### src/rtl/vram_arbiter.sv
// Shares the text-module VRAM port between N_REQ clients: registered one-hot grant, owner-gated
// strobes, read-return routing and a hold watchdog. Define VRAM_ARB_RR_EN for round-robin arbitration.
module vram_arbiter #(
    parameter int N_REQ    = 4,
    parameter int ADDR_W   = 11,
    parameter int DATA_W   = 8,
    parameter int MAX_HOLD = 4096
) (
    input  logic                    i_clk,
    input  logic                    i_rst,
    input  logic [N_REQ-1:0]        i_req,
    output logic [N_REQ-1:0]        o_gnt,
    input  logic [N_REQ*ADDR_W-1:0] i_addr,
    input  logic [N_REQ*DATA_W-1:0] i_din,
    input  logic [N_REQ-1:0]        i_ce,
    input  logic [N_REQ-1:0]        i_w,
    output logic [DATA_W-1:0]       o_rdata,
    output logic [N_REQ-1:0]        o_rvalid,
    output logic [N_REQ-1:0]        o_timeout,
    output logic [ADDR_W-1:0]       o_vram_addr,
    output logic [DATA_W-1:0]       o_vram_din,
    output logic                    o_vram_ce,
    output logic                    o_vram_w,
    input  logic [DATA_W-1:0]       i_vram_dout
);

    localparam int CNT_W = (MAX_HOLD > 1) ? $clog2(MAX_HOLD) : 1;

    typedef enum logic {
        IDLE,
        OWNED
    } state_t;

    state_t             state_reg;
    logic [N_REQ-1:0]   gnt_reg;
    logic [N_REQ-1:0]   blocked_reg;
    logic [N_REQ-1:0]   timeout_reg;
    logic [N_REQ-1:0]   rvalid_reg;
    logic [CNT_W-1:0]   hold_reg;

    logic [ADDR_W-1:0]  addr_term [N_REQ];
    logic [DATA_W-1:0]  din_term  [N_REQ];
    logic [ADDR_W-1:0]  addr_mux;
    logic [DATA_W-1:0]  din_mux;
    logic               own_req;
    logic               vram_ce;
    logic               vram_w;
    logic               rd_strobe;
    logic               release_own;
    logic               revoke;
    logic               wd_hit;
    logic [N_REQ-1:0]   cand;
    logic               win_any;
    logic [N_REQ-1:0]   win_onehot;

    // Owner select is an AND-OR over the one-hot grant, so no owner means all-zero outputs.
    genvar gi;
    generate
        for (gi = 0; gi < N_REQ; gi++) begin : g_term
            assign addr_term[gi] = gnt_reg[gi] ? i_addr[gi*ADDR_W +: ADDR_W] : '0;
            assign din_term[gi]  = gnt_reg[gi] ? i_din[gi*DATA_W +: DATA_W]  : '0;
        end
    endgenerate

    always_comb begin
        addr_mux = '0;
        din_mux  = '0;
        for (int k = 0; k < N_REQ; k++) begin
            addr_mux = addr_mux | addr_term[k];
            din_mux  = din_mux  | din_term[k];
        end
    end

    assign own_req   = |(gnt_reg & i_req);
    assign vram_ce   = |(gnt_reg & i_req & i_ce);
    assign vram_w    = vram_ce & (|(gnt_reg & i_w));
    assign rd_strobe = vram_ce & ~vram_w;

    generate
        if (MAX_HOLD > 0) begin : g_wd
            assign wd_hit = (hold_reg == CNT_W'(MAX_HOLD - 1));
        end else begin : g_no_wd
            assign wd_hit = 1'b0;
        end
    endgenerate

    assign release_own = (state_reg == OWNED) & ~own_req;
    assign revoke      = (state_reg == OWNED) & own_req & wd_hit;

    // The current owner is masked out so a releasing or revoked owner cannot win the same edge.
    assign cand = i_req & ~blocked_reg & ~gnt_reg;

`ifdef VRAM_ARB_RR_EN
    localparam int IDX_W = (N_REQ > 1) ? $clog2(N_REQ) : 1;

    logic [IDX_W-1:0] ptr_reg;
    logic [IDX_W-1:0] win_idx;
    logic [IDX_W-1:0] scan_idx;

    always_comb begin
        win_any    = 1'b0;
        win_onehot = '0;
        win_idx    = '0;
        scan_idx   = '0;
        for (int i = 1; i <= N_REQ; i++) begin
            scan_idx = IDX_W'((int'(ptr_reg) + i) % N_REQ);
            if (!win_any && cand[scan_idx]) begin
                win_any             = 1'b1;
                win_onehot[scan_idx] = 1'b1;
                win_idx             = scan_idx;
            end
        end
    end

    always_ff @(posedge i_clk or posedge i_rst) begin
        if (i_rst) begin
            ptr_reg <= '0;
        end else if (win_any && (state_reg == IDLE || release_own || revoke)) begin
            ptr_reg <= win_idx;
        end
    end
`else
    always_comb begin
        win_any    = 1'b0;
        win_onehot = '0;
        for (int i = N_REQ - 1; i >= 0; i--) begin
            if (cand[i]) begin
                win_any       = 1'b1;
                win_onehot    = '0;
                win_onehot[i] = 1'b1;
            end
        end
    end
`endif

    always_ff @(posedge i_clk or posedge i_rst) begin
        if (i_rst) begin
            state_reg   <= IDLE;
            gnt_reg     <= '0;
            hold_reg    <= '0;
            blocked_reg <= '0;
            timeout_reg <= '0;
            rvalid_reg  <= '0;
        end else begin
            rvalid_reg  <= rd_strobe ? gnt_reg : '0;
            blocked_reg <= (blocked_reg & i_req) | (revoke ? gnt_reg : '0);
            if (revoke) begin
                timeout_reg <= timeout_reg | gnt_reg;
            end
            case (state_reg)
                IDLE: begin
                    hold_reg <= '0;
                    if (win_any) begin
                        state_reg <= OWNED;
                        gnt_reg   <= win_onehot;
                    end
                end
                OWNED: begin
                    if (release_own || revoke) begin
                        hold_reg <= '0;
                        if (win_any) begin
                            gnt_reg <= win_onehot;
                        end else begin
                            gnt_reg   <= '0;
                            state_reg <= IDLE;
                        end
                    end else begin
                        hold_reg <= hold_reg + 1'b1;
                    end
                end
            endcase
        end
    end

    assign o_gnt       = gnt_reg;
    assign o_rvalid    = rvalid_reg;
    assign o_timeout   = timeout_reg;
    assign o_rdata     = i_vram_dout;
    assign o_vram_addr = addr_mux;
    assign o_vram_din  = din_mux;
    assign o_vram_ce   = vram_ce;
    assign o_vram_w    = vram_w;

endmodule

### config.mk
export PLATFORM = sky130hd
export DESIGN_NAME = vram_arbiter
export DESIGN_NICKNAME = d
export VERILOG_FILES = /design/src/rtl/vram_arbiter.sv
export SDC_FILE = /design/constraint.sdc
export NUM_CORES = 1
export LEC_CHECK = 0
export BUFFER_PORTS_ARGS = -buffer_cell sky130_fd_sc_hd__buf_2
export CORE_ASPECT_RATIO = 2
export CORE_MARGIN = 2
export CORE_UTILIZATION = 40
export DETAILED_ROUTE_END_ITERATION = 8
export MAX_ROUTING_LAYER = met4
export PLACE_DENSITY = 0.81
export RECOVER_POWER = 25
export SYNTH_ARGS = -nofsm -noshare
export SYNTH_HDL_FRONTEND = slang
export SYNTH_SLANG_ARGS = --single-unit
### constraint.sdc
create_clock -name i_clk -period 5.9 [get_ports i_clk]
set_input_delay 1.18 -clock i_clk [delete_from_list [all_inputs] [get_ports i_clk]]
set_output_delay 1.18 -clock i_clk [all_outputs]
set_load 0.1 [all_outputs]
======== After elaboration in Yosys (flattened, before gate mapping) ========
Cells that the tools add are included.
operators by class
  add/sub/neg operators ................... 1
  equal/unequal tests ..................... 3
  muxes and demuxes ....................... 27
  bitwise gates (word level) .............. 24
  reduce and logical (&&, ||, !) cells .... 5
operator list
  operator                                                                 number
  11-bit two-way mux                                                       4
  4-bit two-way mux                                                        9
  11-bit bitwise OR                                                        3
  8-bit two-way mux                                                        4
  4-bit AND                                                                6
  8-bit bitwise OR                                                         3
  12-bit one-hot mux with 2 select lines                                   1
  12-bit by 1-bit adder with 12-bit output, second input constant          1
  12-bit equality test, second input constant                              1
  12-bit two-way mux                                                       1
  4-bit OR reduction                                                       3
  4-bit inverter                                                           2
  4-bit bitwise OR                                                         2
  4-bit one-hot mux with 2 select lines                                    1
  1-bit two-way mux                                                        6
  1-bit AND                                                                5
  1-bit inverter                                                           3
  2-bit by 1-bit inequality test with 1-bit output, second input constant  1
  2-bit inequality test, second input constant                             1
  1-bit one-hot mux with 2 select lines                                    1
  2-bit AND reduction                                                      1
  1-bit logical OR                                                         1
storage, ports and cells
  register bits ........................... 29
  input bits .............................. 98
  output and inout bits ................... 41

======== Logic depth before layout (Yosys ltp) ========
  word-level depth ........................ 10
  mapped depth ............................ 6
  mapped depth without buffers ............ 5

======== Least setup slack after synthesis ========
OpenSTA, ideal clock, no wires.
  path type ............................... in2out
  start point ............................. input i_ce[1]
  end point ............................... output o_vram_w
  arrival time ............................ 3,015 ps
  data required time ...................... 4,720 ps
  setup slack ............................. 1,705 ps
  stages .................................. 3
  buffers on the path ..................... 0
  path through ............................ nand3_1 -> nand4_1 -> and2_1
between the ends
  cells in the longest elaborated chain, start to end .. 3
ends and longest elaborated chain
  what                 line  source
  start, declared      15    input logic [N_REQ-1:0] i_ce,
  4-bit AND            75    assign vram_ce = |(gnt_reg & i_req & i_ce);
  4-bit OR reduction   75
  named net o_vram_ce  22    output logic o_vram_ce,
  1-bit AND            76    assign vram_w = vram_ce & (|(gnt_reg & i_w));
  end, declared        23    output logic o_vram_w,
The timed path passes the listed nets, and every way through them passes these cells.

======== Worst setup path after layout ========
  start point ............................. register gnt_reg[0], in the netlist o_gnt[0]
  end point ............................... output o_vram_w
between the ends
  cells in the longest elaborated chain, start to end .. 4
  elaborated cells between the ends (all ways) .. 6
  classes of those cells .................. bitwise (4); reduce/logical (2)
ends and longest elaborated chain
  what                    line  source
  start, declared         35    logic [N_REQ-1:0] gnt_reg;
  start signal, assigned  155   gnt_reg <= win_onehot;
  start signal, assigned  162   gnt_reg <= win_onehot;
  4-bit AND (2 in a row)  75
  4-bit OR reduction      75
  1-bit AND *             76
Every way passes the cells marked *; elsewhere a longest branch is shown, timed or not.

==> impl_metrics.yaml <==
status:
  status: "finished clean"
yosys:
  syn_inst: 196
  avgSynthCellArea_um2: 9.06
  yosysTopAreaCell: "dfrtp_1"
  async_reset_ff_share_pct: 100
  synthFlopType: "dfrtp_1"
  synth.most_common_cell: "a22oi_1"
  synth_common_cells: "a22oi_1, dfrtp_1, nand2_1, nor2_1, clkbuf_1"
  synth_top_cell_area_share_pct: 40.8
  synth_fp_nets: 295
  seq_area_frac_synth_pct: 40.8
  syn-cell-area_mm2: 0.00178
  synth_cell_types: 32
  synth_enable_flop_cells: 0
  ys_ff_latch: 29
  synth.yosys.warnings: 0
  synth_area_leaders: "dfrtp_1, a22oi_1, nand2_1, xnor2_1, buf_4"
die:
  fp.dieW_um: 51.1
  dieArea_mm2: 0.00502
  pin_count: 139
  core-area_mm2: 0.00430
  start_util_pct: 41.4
  rows: 34
  die_h_um: 98.3
global_routing:
  grt_max_degree: 30
  grt-ovfl-total: 0
  track_usage_pct: 23.4
  grt_pass1_wl_um: 8780
  antenna_found_initial: 0
  grt_pass1_vias: 2032
clock_tree:
  h-tree-depth: 2
  cts_tree: "built"
  cts_max_path_buffers: 2
  ctsHoldBuffers: 0
  cts_made_buffers: 5
  cts_setup_buffers: 0
  postCtsResizedCells: 0
  clkTransAtPathRegs_ns: 0.06
  clk_root_buffer_cell: "clkbuf_8"
  clock_latency_ns: 0.28
  cts_sinks: 29
worst_setup_path:
  arrival_ns: 2.22
  cp_max_fo: 28
  cp-start-kind: "flop"
  path_class: "reg -> out"
  required_ns: 4.72
  cp-end-kind: "output pin"
sta:
  tightest_slew_ns: 1.07
  layout_worst_path_cycle_share_pct: 57.6
  hold_slack_ns: 0.458
  final.setup.tns_ns: 0
  finalClockSkew_ns: 0.00362
  slew_violations: 0
  period_minus_slack_ns: 3.40
  setup_viol: 0
  rsz0062_at_grt: "false"
  timing.fmax_ghz: 0.294
  slew_headroom_pct: 28.6
  hold_viol: 0
power_and_ir_drop:
  leakagePower_nw: 1.32
  peakVddDrop_mv: 0.681
  p_per_area_mw_per_mm2: 687
final_layout:
  layout-drive-gt1-share_pct: 43.6
  area_growth_pct: 38.4
  largest_reg_flops: 12
  layout.cells.non_filler: 359
  fin_nets: 403
  diodes: 0
  post-route-util_pct: 57.2
placed_design:
  hpwl_um: 4120
  dp.cells: 351
  port_buffers: 122
  place.gp.congestion: 0.861
worst_hold_path:
  holdCritPathClass: "reg -> reg"
drt:
  wl_per_cell_um: 15.0
  finalWirelength_um: 5400
  drc: 0
  drt_iter0_drc: 78
  vias: 1967
  via_per_inst: 5.48
  drtAntennaViolNets: 0
  drtPass1Iterations: 4
run:
  drv_cap: 0
-- power breakdown --
part / total, W / internal (W) / switching (W)
Combinational: 0.00115 / 0.000203 / 0.000944
Sequential: 0.000329 / 0.000221 / 0.000108
Clock: 0.000213 / 0.000137 / 0.0000757
-- worst paths after layout --
path / start / end / slack [ns] / cells past startpoint
hold / removal: o_timeout[3]$_DFFE_PP0N_ / o_timeout[3]$_DFFE_PP0N_ / 0.46 / 1
setup / recovery: o_gnt[0]$_DFFE_PP0P_ / o_vram_w / 2.50 / 4
setup reg to reg: o_gnt[0]$_DFFE_PP0P_ / o_gnt[0]$_DFFE_PP0P_ / 3.39 / 4
hold reg to reg: o_timeout[3]$_DFFE_PP0N_ / o_timeout[3]$_DFFE_PP0N_ / 0.46 / 1
min in group asynchronous: i_rst / o_timeout[2]$_DFFE_PP0N_ / 1.15 / 2
max in group asynchronous: i_rst / o_gnt[0]$_DFFE_PP0P_ / 4.10 / 2
-- per-layer routing --
metal	vias to the layer above	track usage, %	share of wire, %
li1	922	-	-
met1	944	22.5	35
met2	91	43.8	57
met3	10	3.98	6.0
met4	0	9.36	2.1
met5	-	-	0
-- cell type report --
cell class,instances,area [um^2]
fillers,406,1840
multi-input cells,140,916
flip-flops and latches,29,726
repair buffers,122,611
clock buffers,7,86.3
well taps,54,67.6
clock inverters,1,30.0
inverters,6,22.5
-- layout by cell type, fill, tap and decap left out --
| cell | Yosys | final |
|---|---|---|
| a41o_1 | 1 | 1 |
| nand4_1 | 3 | 3 |
| o21ai_0 | 1 | 1 |
| inv_1 | 6 | 6 |
| nor2_2 | 1 | 1 |
| nor2b_1 | 2 | 2 |
| nor3_1 | 5 | 5 |
| or3_1 | 1 | 1 |
| clkbuf_1 | 10 | 1 |
| mux2_1 | 3 | 3 |
| bufinv_16 | 0 | 1 |
| or4_1 | 1 | 1 |
| ha_1 | 1 | 1 |
| clkbuf_8 | 0 | 6 |
| nand2_2 | 1 | 1 |
| a21oi_1 | 1 | 1 |
| nand3_2 | 1 | 1 |
| a41oi_1 | 1 | 1 |
| xor2_1 | 1 | 1 |
| nand2_1 | 26 | 26 |
| a22oi_1 | 40 | 40 |
| a32o_1 | 1 | 1 |
| a32oi_4 | 1 | 1 |
| and2_1 | 5 | 3 |
| and3_1 | 1 | 1 |
| a21o_1 | 4 | 4 |
| and2_0 | 0 | 2 |
| nand3_1 | 8 | 8 |
| buf_2 | 3 | 122 |
| nor2_1 | 12 | 12 |
| a22o_1 | 5 | 5 |
| nor3b_1 | 5 | 5 |
| dfrtp_1 | 29 | 29 |
| xnor2_1 | 8 | 8 |
-- metrics by stage --
stage | setup slack, ns | total power [W] | area (um^2)
after CTS | 2.47 | 0.00170 | 2460
after floorplan | 1.71 | 0.00132 | 1780
final | 2.50 | 0.00169 | 2460
after global routing | 2.35 | 0.00176 | 2460
after detailed placement | 2.56 | 0.00148 | 2340
after global placement | 2.58 | 0.00147 | 2340
-- critical path, cell delays in order (launching register included) --
cell and delay (ns):
dfrtp_1 0.96, nand3_1 0.16, nand4_1 0.24, and2_1 0.15, buf_2 0.42
-- cell families after synthesis --
kind of cell | share of synthesized area, %
AND/OR/NAND/NOR | 19.7
flip-flops | 40.8
AO/OA/AOI/OAI | 24.8
buffers and inverters | 7.61
XOR/XNOR | 4.44
adder cells (fa/ha/maj) | 0.704
multiplexers | 1.90
(Power assumes the default switching activity.)
